File: src/rtl/rv_pkg.sv
// Shared register-file write-back types: result entry, producer id and a one-hot decoder.
package rv_pkg;

  localparam int XLEN       = 64;
  localparam int REG_ADDR_W = 5;
  localparam int NUM_REGS   = 32;

  typedef struct packed {
    logic [REG_ADDR_W-1:0] rd;
    logic [XLEN-1:0]       data;
  } wb_entry_t;

  typedef enum logic {SRC_ALU, SRC_LD} wb_src_t;

  function automatic logic [NUM_REGS-1:0] rd_onehot(input logic [REG_ADDR_W-1:0] rd);
    logic [NUM_REGS-1:0] v;
    v     = '0;
    v[rd] = 1'b1;
    return v;
  endfunction

endpackage

File: src/rtl/wb_fifo.sv
// DEPTH-entry write-back result FIFO; head visible the cycle after push, no bypass.
// Exposes per-slot valid bits and slot contents so the owner can see every queued rd.
module wb_fifo
  import rv_pkg::*;
#(
  parameter int DEPTH = 2
) (
  input  logic                  clk,
  input  logic                  reset,
  input  logic                  i_push,
  input  wb_entry_t             i_entry,
  input  logic                  i_pop,
  output logic                  o_full,
  output logic                  o_empty,
  output wb_entry_t             o_head,
  output logic      [DEPTH-1:0] o_entry_vld,
  output wb_entry_t [DEPTH-1:0] o_entries
);

  localparam int PTR_W = (DEPTH > 1) ? $clog2(DEPTH) : 1;

  wb_entry_t [DEPTH-1:0] r_mem;
  logic      [DEPTH-1:0] r_vld;
  logic      [PTR_W-1:0] r_wr_ptr;
  logic      [PTR_W-1:0] r_rd_ptr;

  logic w_push;
  logic w_pop;

  assign o_full      = &r_vld;
  assign o_empty     = ~|r_vld;
  assign w_push      = i_push && !o_full;
  assign w_pop       = i_pop && !o_empty;
  assign o_head      = r_mem[r_rd_ptr];
  assign o_entry_vld = r_vld;
  assign o_entries   = r_mem;

  // Guarded push/pop never touch the same slot in one edge.
  always_ff @(posedge clk) begin
    if (reset) begin
      r_vld    <= '0;
      r_wr_ptr <= '0;
      r_rd_ptr <= '0;
    end else begin
      if (w_push) begin
        r_mem[r_wr_ptr] <= i_entry;
        r_vld[r_wr_ptr] <= 1'b1;
        r_wr_ptr        <= r_wr_ptr + 1'b1;
      end
      if (w_pop) begin
        r_vld[r_rd_ptr] <= 1'b0;
        r_rd_ptr        <= r_rd_ptr + 1'b1;
      end
    end
  end

endmodule

File: src/rtl/rf_writeback_ctrl.sv
// Arbitrates buffered ALU and load results onto the single register-file write port.
// Accept-to-write-port latency 1 cycle minimum; producers stall only on a full FIFO.
module rf_writeback_ctrl
  import rv_pkg::*;
#(
  parameter int XLEN  = 64,
  parameter int DEPTH = 2,
  parameter int CNT_W = 32
) (
  input  logic                  clk,
  input  logic                  reset,
  input  logic                  alu_valid,
  input  logic [REG_ADDR_W-1:0] alu_rd,
  input  logic [XLEN-1:0]       alu_data,
  output logic                  alu_ready,
  input  logic                  ld_valid,
  input  logic [REG_ADDR_W-1:0] ld_rd,
  input  logic [XLEN-1:0]       ld_data,
  output logic                  ld_ready,
  output logic                  rf_we,
  output logic [REG_ADDR_W-1:0] rf_rd,
  output logic [XLEN-1:0]       rf_wdata,
  output logic [NUM_REGS-1:0]   pend_mask,
  output logic [CNT_W-1:0]      wb_count
);

  wb_entry_t             w_alu_in, w_ld_in, w_alu_head, w_ld_head, w_gnt_entry;
  wb_entry_t [DEPTH-1:0] w_alu_entries, w_ld_entries;
  logic      [DEPTH-1:0] w_alu_vld, w_ld_vld;
  logic                  w_alu_full, w_alu_empty, w_ld_full, w_ld_empty;
  logic                  w_gnt_alu, w_gnt_ld, w_tie;
  logic [NUM_REGS-1:0]   w_pend;

  logic                  r_rf_we;
  logic [REG_ADDR_W-1:0] r_rf_rd;
  logic [XLEN-1:0]       r_rf_wdata;
  logic [CNT_W-1:0]      r_wb_count;
  wb_src_t               r_last_grant;

  assign w_alu_in  = '{rd: alu_rd, data: alu_data};
  assign w_ld_in   = '{rd: ld_rd, data: ld_data};
  assign alu_ready = !w_alu_full;
  assign ld_ready  = !w_ld_full;

  wb_fifo #(.DEPTH(DEPTH)) u_alu_fifo (
    .clk         (clk),
    .reset       (reset),
    .i_push      (alu_valid && !w_alu_full),
    .i_entry     (w_alu_in),
    .i_pop       (w_gnt_alu),
    .o_full      (w_alu_full),
    .o_empty     (w_alu_empty),
    .o_head      (w_alu_head),
    .o_entry_vld (w_alu_vld),
    .o_entries   (w_alu_entries)
  );

  wb_fifo #(.DEPTH(DEPTH)) u_ld_fifo (
    .clk         (clk),
    .reset       (reset),
    .i_push      (ld_valid && !w_ld_full),
    .i_entry     (w_ld_in),
    .i_pop       (w_gnt_ld),
    .o_full      (w_ld_full),
    .o_empty     (w_ld_empty),
    .o_head      (w_ld_head),
    .o_entry_vld (w_ld_vld),
    .o_entries   (w_ld_entries)
  );

  // Round-robin pointer only moves on a genuine tie, so a lone grant keeps the tie order.
  assign w_tie       = !w_alu_empty && !w_ld_empty;
  assign w_gnt_alu   = !w_alu_empty && (w_ld_empty || (r_last_grant == SRC_LD));
  assign w_gnt_ld    = !w_ld_empty && !w_gnt_alu;
  assign w_gnt_entry = w_gnt_alu ? w_alu_head : w_ld_head;

  always_ff @(posedge clk) begin
    if (reset) begin
      r_rf_we      <= 1'b0;
      r_rf_rd      <= '0;
      r_rf_wdata   <= '0;
      r_wb_count   <= '0;
      r_last_grant <= SRC_LD;
    end else begin
      r_wb_count <= r_wb_count + CNT_W'(r_rf_we);
      if (w_gnt_alu || w_gnt_ld) begin
        r_rf_rd    <= w_gnt_entry.rd;
        r_rf_wdata <= w_gnt_entry.data;
        r_rf_we    <= (w_gnt_entry.rd != '0);
      end else begin
        r_rf_we    <= 1'b0;
      end
      if (w_tie) begin
        r_last_grant <= w_gnt_alu ? SRC_ALU : SRC_LD;
      end
    end
  end

  always_comb begin
    w_pend = '0;
    for (int i = 0; i < DEPTH; i++) begin
      if (w_alu_vld[i]) w_pend = w_pend | rd_onehot(w_alu_entries[i].rd);
      if (w_ld_vld[i])  w_pend = w_pend | rd_onehot(w_ld_entries[i].rd);
    end
    if (r_rf_we) w_pend = w_pend | rd_onehot(r_rf_rd);
    w_pend[0] = 1'b0;
  end

  assign rf_we     = r_rf_we;
  assign rf_rd     = r_rf_rd;
  assign rf_wdata  = r_rf_wdata;
  assign pend_mask = w_pend;
  assign wb_count  = r_wb_count;

endmodule
File: config.mk
export PLATFORM = sky130hd
export DESIGN_NAME = rf_writeback_ctrl
export DESIGN_NICKNAME = d
export VERILOG_FILES = /design/src/rtl/rv_pkg.sv /design/src/rtl/wb_fifo.sv /design/src/rtl/rf_writeback_ctrl.sv
export SDC_FILE = /design/constraint.sdc
export NUM_CORES = 1
export LEC_CHECK = 0
export ABC_AREA = 1
export BUFFER_PORTS_ARGS = -buffer_cell sky130_fd_sc_hd__buf_2
export CAP_MARGIN = 20
export CELL_PAD_IN_SITES_DETAIL_PLACEMENT = 0
export CELL_PAD_IN_SITES_GLOBAL_PLACEMENT = 2
export CORE_ASPECT_RATIO = 1.2
export CORE_MARGIN = 2
export CORE_UTILIZATION = 38
export DETAILED_ROUTE_END_ITERATION = 12
export GPL_ROUTABILITY_DRIVEN = 0
export PLACE_DENSITY_LB_ADDON = 0.1
export SYNTH_ARGS = -nofsm -noshare
export SYNTH_HDL_FRONTEND = slang
export SYNTH_HIERARCHICAL = 1
export SYNTH_SLANG_ARGS = --single-unit
File: constraint.sdc
create_clock -name clk -period 11.2 [get_ports clk]
set_input_delay 2.24 -clock clk [delete_from_list [all_inputs] [get_ports clk]]
set_output_delay 2.24 -clock clk [all_outputs]
set_load 0.02 [all_outputs]
==> impl_results.md, run 1 <==
- M1 wire length: ~20 mm
- Synth Net Count: approximately 1900
- Drt total wl: between 40 and 50 mm
- Sw power: 961.5 uW
- Vias per cell: roughly 5.0
- Chip width: about 190 um
- Gate Count Post-Synth: around 1700
- #FFs+latches synth: around 390
- Final Hold Fails: 0
- Final critical-path required period: roughly 4.4 ns
- Unique cell type count in the Yosys netlist: 37
- Routed wl met3: about 2.8 mm
- Final instance area: approximately 20000 um^2
- Grt ovf: 0
- Die Span Y: between 200 and 250 um
- CP Launch Type: register
- Biggest area consumer among synthesized cells: edfxtp_1
- Met2 WL: 23.47 mm
- Layout area overhead: 19.03%
- Top cells by count, synth: nand2_1, edfxtp_1, nor2_1, nand3_1, dfxtp_1
- Length of the first detailed-routing pass in iterations: 5
- Total CTS buffers: 41
- Arr. time, crit path: around 2.2 ns
- First DRT Iteration DRCs: between 600 and 700
- Ys flop type: edfxtp_1
- Total Negative Setup Slacks: 0 ns
- Max Clock Freq: about 0.23 GHz
- TritonCTS clock tree: built
- Initial antenna violation count: 13
- Max FO, Critical Path: 6
- Largest net degree at the start of global routing: 75
- Clock Latency Late Sink: between 0.5 and 0.6 ns
- R2R Path Start: u_ld_fifo/o_entry_vld[0]
- Pint: roughly 2.6 mW
- Max-Cap Viols: 0
- Max Slew Vio Count: 0
- Vias in the first global route: between 10000 and 15000
- HPWL after DPL: 31.41 mm
- Slew @ Worst Pin: 1.055 ns
- Sw Share: 27.35%
- Initial core utilization: about two fifths
- Ranking of synthesized cells by area: edfxtp_1, dfxtp_1, nand2_1
- Clk pwr share: ~39%
- I/O pins: ~280
- Drc violations: 0
- Synth warn: 6
- Area post-placement: 18250 um^2
- Post CTS Setup Buffer Count: 0
- Total core area: approximately 43000 um^2
- CTS Buffer Depth: 3
- CP endpoint kind: output pin
- First-pass GRT wire length: between 70 and 80 mm
- Share of the synthesized area in the top cell type: 50.32%
- DR WL/cell: about 19 um
- Critical path origin: u_ld_fifo/o_entries[136]
- Clock sinks: 387
- # port buffers: between 200 and 300
- Average cell area after synthesis: 9.566 um^2
- Leakage: between 8 and 9 nW
- Top Layer Used: met5
- Hold bufs inserted after CTS: 0
- Post_cts resized: 0
- Clk slew on worst S/H paths: roughly 0.060 ns
- Period utilisation layout: around 39%
- Final nets: between 2000 and 2500
- Die area: around 45000 um^2
- # rows: 83
- Sequential share of power: between 40% and 50%
- Layout cell share with drive strength beyond 1: a little under a fifth
- Register area share after synthesis: between 60% and 70%
- Min-Delay Path Class: reg2reg
- GR Util All Layers: between 20% and 30%
- Clk_skew: between 0.015 and 0.02 ns
- P per Cell Area: around 180 nW/um^2
- Routed via count: roughly 13000
- Number of synthesized flops with an enable pin: 276
- Slew headroom: 29.64%
- Worst EP required: about 9.0 ns
- RSZ-0062 raised after global routing: no
- Worst VDD drop: about 0.00014 V
- Most frequent cell after synthesis: nand2_1
- Logic pwr share: a little over an eighth
- Asr flop ratio synth: 0%
- Antenna-violating nets left: 0
- Synth Cell Area: about 16000 um^2
- Final setup viols: 0
- Critical path class: reg2out
- H-tree levels: 2
- Hold Crit Start: rf_wdata[3]
- Outcome: completed
- Clock Root Buffer: clkbuf_16
critical path, stage by stage, from the launching register on:
cell	delay [ns]
edfxtp_1	0.47
inv_1	0.12
nor3_1	0.59
nand2_1	0.11
o2111ai_1	0.12
buf_2	0.20
cells in the final DEF (no fill, tap or decap), types with 3 or more instances in the layout:
cell and instances:
a21oi_1 62, buf_2 276, buf_4 10, bufinv_16 4, clkbuf_1 10, clkbuf_16 42, clkinv_1 8, clkinv_2 7
dfxtp_1 109, diode_2 5, edfxtp_1 276, inv_1 104, inv_2 5, nand2_1 564, nand2_2 6, nand3_1 135
nand3b_1 4, nand4_1 3, nor2_1 146, nor2_2 6, nor2_4 9, nor3_1 10, o2111ai_1 8, o21ai_0 101
o21ai_1 44, o22a_1 12, o22ai_1 27
final timing paths:
path              cells past startpoint  slack (ns)                  endpoint
setup reg to reg                     11        8.43  u_ld_fifo/o_entry_vld[1]
hold / removal                        2        0.48               rf_wdata[3]
hold reg to reg                       2        0.48               rf_wdata[3]
setup / recovery                      5        6.81             pend_mask[31]
through the flow:
step	util, %	std cells	power (mW)	worst slack (ns)	hold slack [ns]
after floorplan	-	1722	2.004	3.450	0.4465
after global placement	42.65	2489	2.190	6.823	0.4607
after detailed placement	42.65	2489	2.197	6.787	0.4716
after CTS	45.78	2565	3.565	6.557	0.4801
after global routing	45.81	2568	3.677	6.691	0.4970
final	45.82	2571	3.516	6.809	0.4756
power groups by stage:
stage	combinational [mW]	sequential (mW)	clock [mW]
floorplan	0.244	1.76	0
global placement	0.458	1.73	0
detailed placement	0.463	1.73	0
CTS	0.465	1.70	1.40
global route	0.507	1.71	1.46
finish	0.456	1.70	1.36
per-layer routing:
layer / vias up / global-route usage (%)
li1: 6339 / -
met1: 6001 / 26.22
met2: 363 / 35.92
met3: 96 / 4.270
met4: 16 / 6.652
met5: - / 0
sequential cells by signal (all words and copies together) (netlist names):
| register | count |
|---|---|
| u_alu_fifo/o_entries | 138 |
| u_ld_fifo/o_entry_vld | 2 |
| r_last_grant | 1 |
| wb_count | 32 |
| u_alu_fifo/r_wr_ptr | 1 |
| rf_we | 1 |
| rf_wdata | 64 |
| rf_rd | 5 |
| u_alu_fifo/r_rd_ptr | 1 |
| u_ld_fifo/o_entries | 138 |
| u_alu_fifo/o_entry_vld | 2 |
| u_ld_fifo/r_rd_ptr | 1 |
| u_ld_fifo/r_wr_ptr | 1 |
logic make-up (layout without fill, tap and decap cells):
kind of cell | Yosys count | in the layout | synth area share [%]
and+or+nand+nor | 889 | 889 | 22.23
DFF | 387 | 387 | 63.81
AOI/OAI and AO/OA | 259 | 259 | 8.614
buffers and inverters | 182 | 474 | 5.066
adders and majority gates | 2 | 2 | 0.1519
xor gates and xnor gates | 2 | 2 | 0.1064
other | 1 | 6 | 0.02277
final cells by class:
class / count / area [um^2]
inverter: 111 / 421.7
multi-input combinational: 1153 / 5160
sequential: 387 / 10520
clock buffer: 53 / 1102
clock inverter: 23 / 237.7
antenna: 5 / 12.51
tap: 552 / 690.7
timing repair buffer: 287 / 1464
fill: 4217 / 23180
(Power assumes the default switching activity.)
==> run 2, diff against run 1 <==
CORE_UTILIZATION = 31   (was 38)
clock period = 3.9 ns   (was 11.2 ns; I/O delays follow)
==> run 2 against run 1 <==
Net effect: sequential share of layout area down 1.2 points; critical path depth did not move; worst hold slack got worse by 0.085 ns; die area is 22% higher; routed wire length grew 10%; power grew to 3.0 times the previous value; core utilization decreased by 7.6 points; first-iteration DRC count grew 15%; sequential power rose to 2.8 times the previous value; via count increased by 0.17%; final area grew 2.2%; largest power group unchanged.
==> impl_results.md, run 2 (synthesis gave the netlist of run 1 again) <==
- Vias per cell: 4.700 (was 4.984)
- Area post-placement: 18590 um^2 (was 18250 um^2)
- Fill cell count: 5369 (was 4217)
- Clock sinks: 387 (unchanged)
- Final critical-path required period: 2.876 ns
- Initial core utilization: 31.38% (was 38.50%)
- Commonest non-fill, non-tap cell in the layout: nand2_1 (unchanged)
- Clk_skew: 0.02554 ns (was 0.01698 ns)
- GR Util All Layers: 18.96% (was 20.83%)
- CP endpoint kind: output pin (unchanged)
- Layout cell share with drive strength beyond 1: 19.32% (was 18.97%)
- Min-Delay Path Class: in2reg (was reg2reg)
- Hold bufs inserted after CTS: 0 (unchanged)
- Max Slew Vio Count: 0 (unchanged)
- Total CTS buffers: 43 (was 41)
- Final setup viols: 0 (unchanged)
- Total Negative Setup Slacks: 0 ns (unchanged)
- Final instance area: 20040 um^2 (was 19610 um^2)
- Final nets: 2133 (was 2125)
- I/O pins: 278 (unchanged)
- H-tree levels: 2 (unchanged)
- Setup ws final: 1.024 ns (was 6.809 ns)
- Period utilisation layout: 73.74%
- Die area: 55000 um^2 (was 45040 um^2)
- Worst VDD drop: 0.0003014 V (was 0.0001401 V)
- Max Clock Freq: between 0.3 and 0.4 GHz
- Layout area overhead: 21.66% (was 19.03%)
- First DRT Iteration DRCs: 803 (was 699)
- Max-Cap Viols: 0 (unchanged)
- # port buffers: 276 (unchanged)
- Length of the first detailed-routing pass in iterations: 5 (unchanged)
- HPWL after DPL: 34.43 mm (was 31.41 mm)
- # rows: 92 (was 83)
- Drc violations: 0 (unchanged)
- Clock Latency Late Sink: 0.58 ns (was 0.55 ns)
- Slew @ Worst Pin: 0.9508 ns (was 1.055 ns)
- First-pass GRT wire length: 79.25 mm (was 72.73 mm)
- Initial antenna violation count: 9 (was 13)
- Grt ovf: 0 (unchanged)
- Drt total wl: 52.72 mm (was 47.79 mm)
- CP Launch Type: register (unchanged)
- TritonCTS clock tree: built (unchanged)
- Setup WS pre-CTS: 1.329 ns (was 6.787 ns)
- Worst EP required: 3.12 ns (was 8.96 ns)
- Vias in the first global route: 12670 (was 12270)
- Post CTS Setup Buffer Count: 0 (unchanged)
- Most frequent cells in the layout: nand2_1, buf_2, edfxtp_1, nor2_1, nand3_1 (unchanged)
- Chip width: 214.4 um (was 194.1 um)
- RSZ-0062 raised after global routing: no (unchanged)
- Area of the multi-input gates: 5172 um^2 (was 5160 um^2)
- Slew headroom: 36.61% (was 29.64%)
- Post_cts resized: 0 (unchanged)
- P per Cell Area: 518.7 nW/um^2 (was 179.3 nW/um^2)
- Final Hold Fails: 0 (unchanged)
- Reg area: 10520 um^2 (unchanged)
- CTS Buffer Depth: 3 (unchanged)
- Leakage: 8.183 nW (was 8.073 nW)
- Routed via count: 12840 (was 12820)
- Max FO, Critical Path: 8 (was 6)
- Clk slew on worst S/H paths: 0.06 ns (about the same)
- Largest net degree at the start of global routing: 74 (was 75)
- Outcome: completed (unchanged)
- DR WL/cell: 19.31 um (was 18.59 um)
- Antenna-violating nets left: 0 (unchanged)
- WHS: 0.3909 ns (was 0.4756 ns)
- Arr. time, crit path: 2.10 ns (was 2.15 ns)
- Die Span Y: 256.5 um (was 232.1 um)
- Clock Root Buffer: clkbuf_16 (unchanged)
- Critical path class: reg2out (unchanged)
- Total core area: 52490 um^2 (was 42790 um^2)
==> run 2: changes by cell type in the layout (fill, tap and decap cells not counted), sizes merged <==
cell,previous run,this run
diode,5,2
clkinvlp,1,0
clkbuf,54,61
clkinv,16,12
buf,286,293
bufinv,4,5
==> run 2: final timing paths <==
| path | slack, ns | cells after the start | endpoint | startpoint |
|---|---|---|---|---|
| worst min register to register | 0.48 | 2 | rf_wdata[0] | rf_wdata[0] |
| worst max-delay path | 1.02 | 5 | pend_mask[11] | u_ld_fifo/o_entry_vld[1] |
| worst min-delay path | 0.39 | 1 | u_ld_fifo/o_entries[77] | ld_data[8] |
| worst max register to register | 1.55 | 9 | rf_we | u_ld_fifo/o_entry_vld[0] |
==> run 2: critical path, stage by stage (launching register included) <==
cell and delay (ns):
dfxtp_1 0.42, inv_1 0.08, nor2_1 0.53, nand2_1 0.12
o2111ai_1 0.16, buf_2 0.22
==> run 2: final cells by class <==
| cell class | instances | share of cell area (%) |
|---|---|---|
| antenna | 2 | 0.02498 |
| clock buffer | 61 | 5.907 |
| clock inverter | 19 | 1.299 |
| inverter | 111 | 2.104 |
| multi-input combinational | 1153 | 25.81 |
| sequential | 387 | 52.49 |
| tap | 705 | 4.402 |
| timing repair buffer | 293 | 7.967 |
==> run 2: routing by layer <==
layer	vias up	GRT usage, %	part of all wire [%]
li1	6346	-	-
met1	6112	23.62	43
met2	302	33.25	50
met3	67	4.152	5.3
met4	10	4.803	1.7
met5	-	0	0.11
==> run 2: where the power goes <==
part / internal (mW) / switching (mW)
Sequential: 4.68 / 0.157
Combinational: 0.393 / 1.02
Clock: 2.47 / 1.68
Total: 7.54 / 2.86
==> run 2: metrics by stage <==
stage / utilization, % / total power [mW] / cells
finish: 38.18 / 10.39 / 2731
global route: 38.18 / 10.87 / 2731
CTS: 38.17 / 10.57 / 2729
detailed placement: 35.42 / 6.369 / 2649
global placement: 35.42 / 6.361 / 2649
floorplan: - / 5.751 / 1722
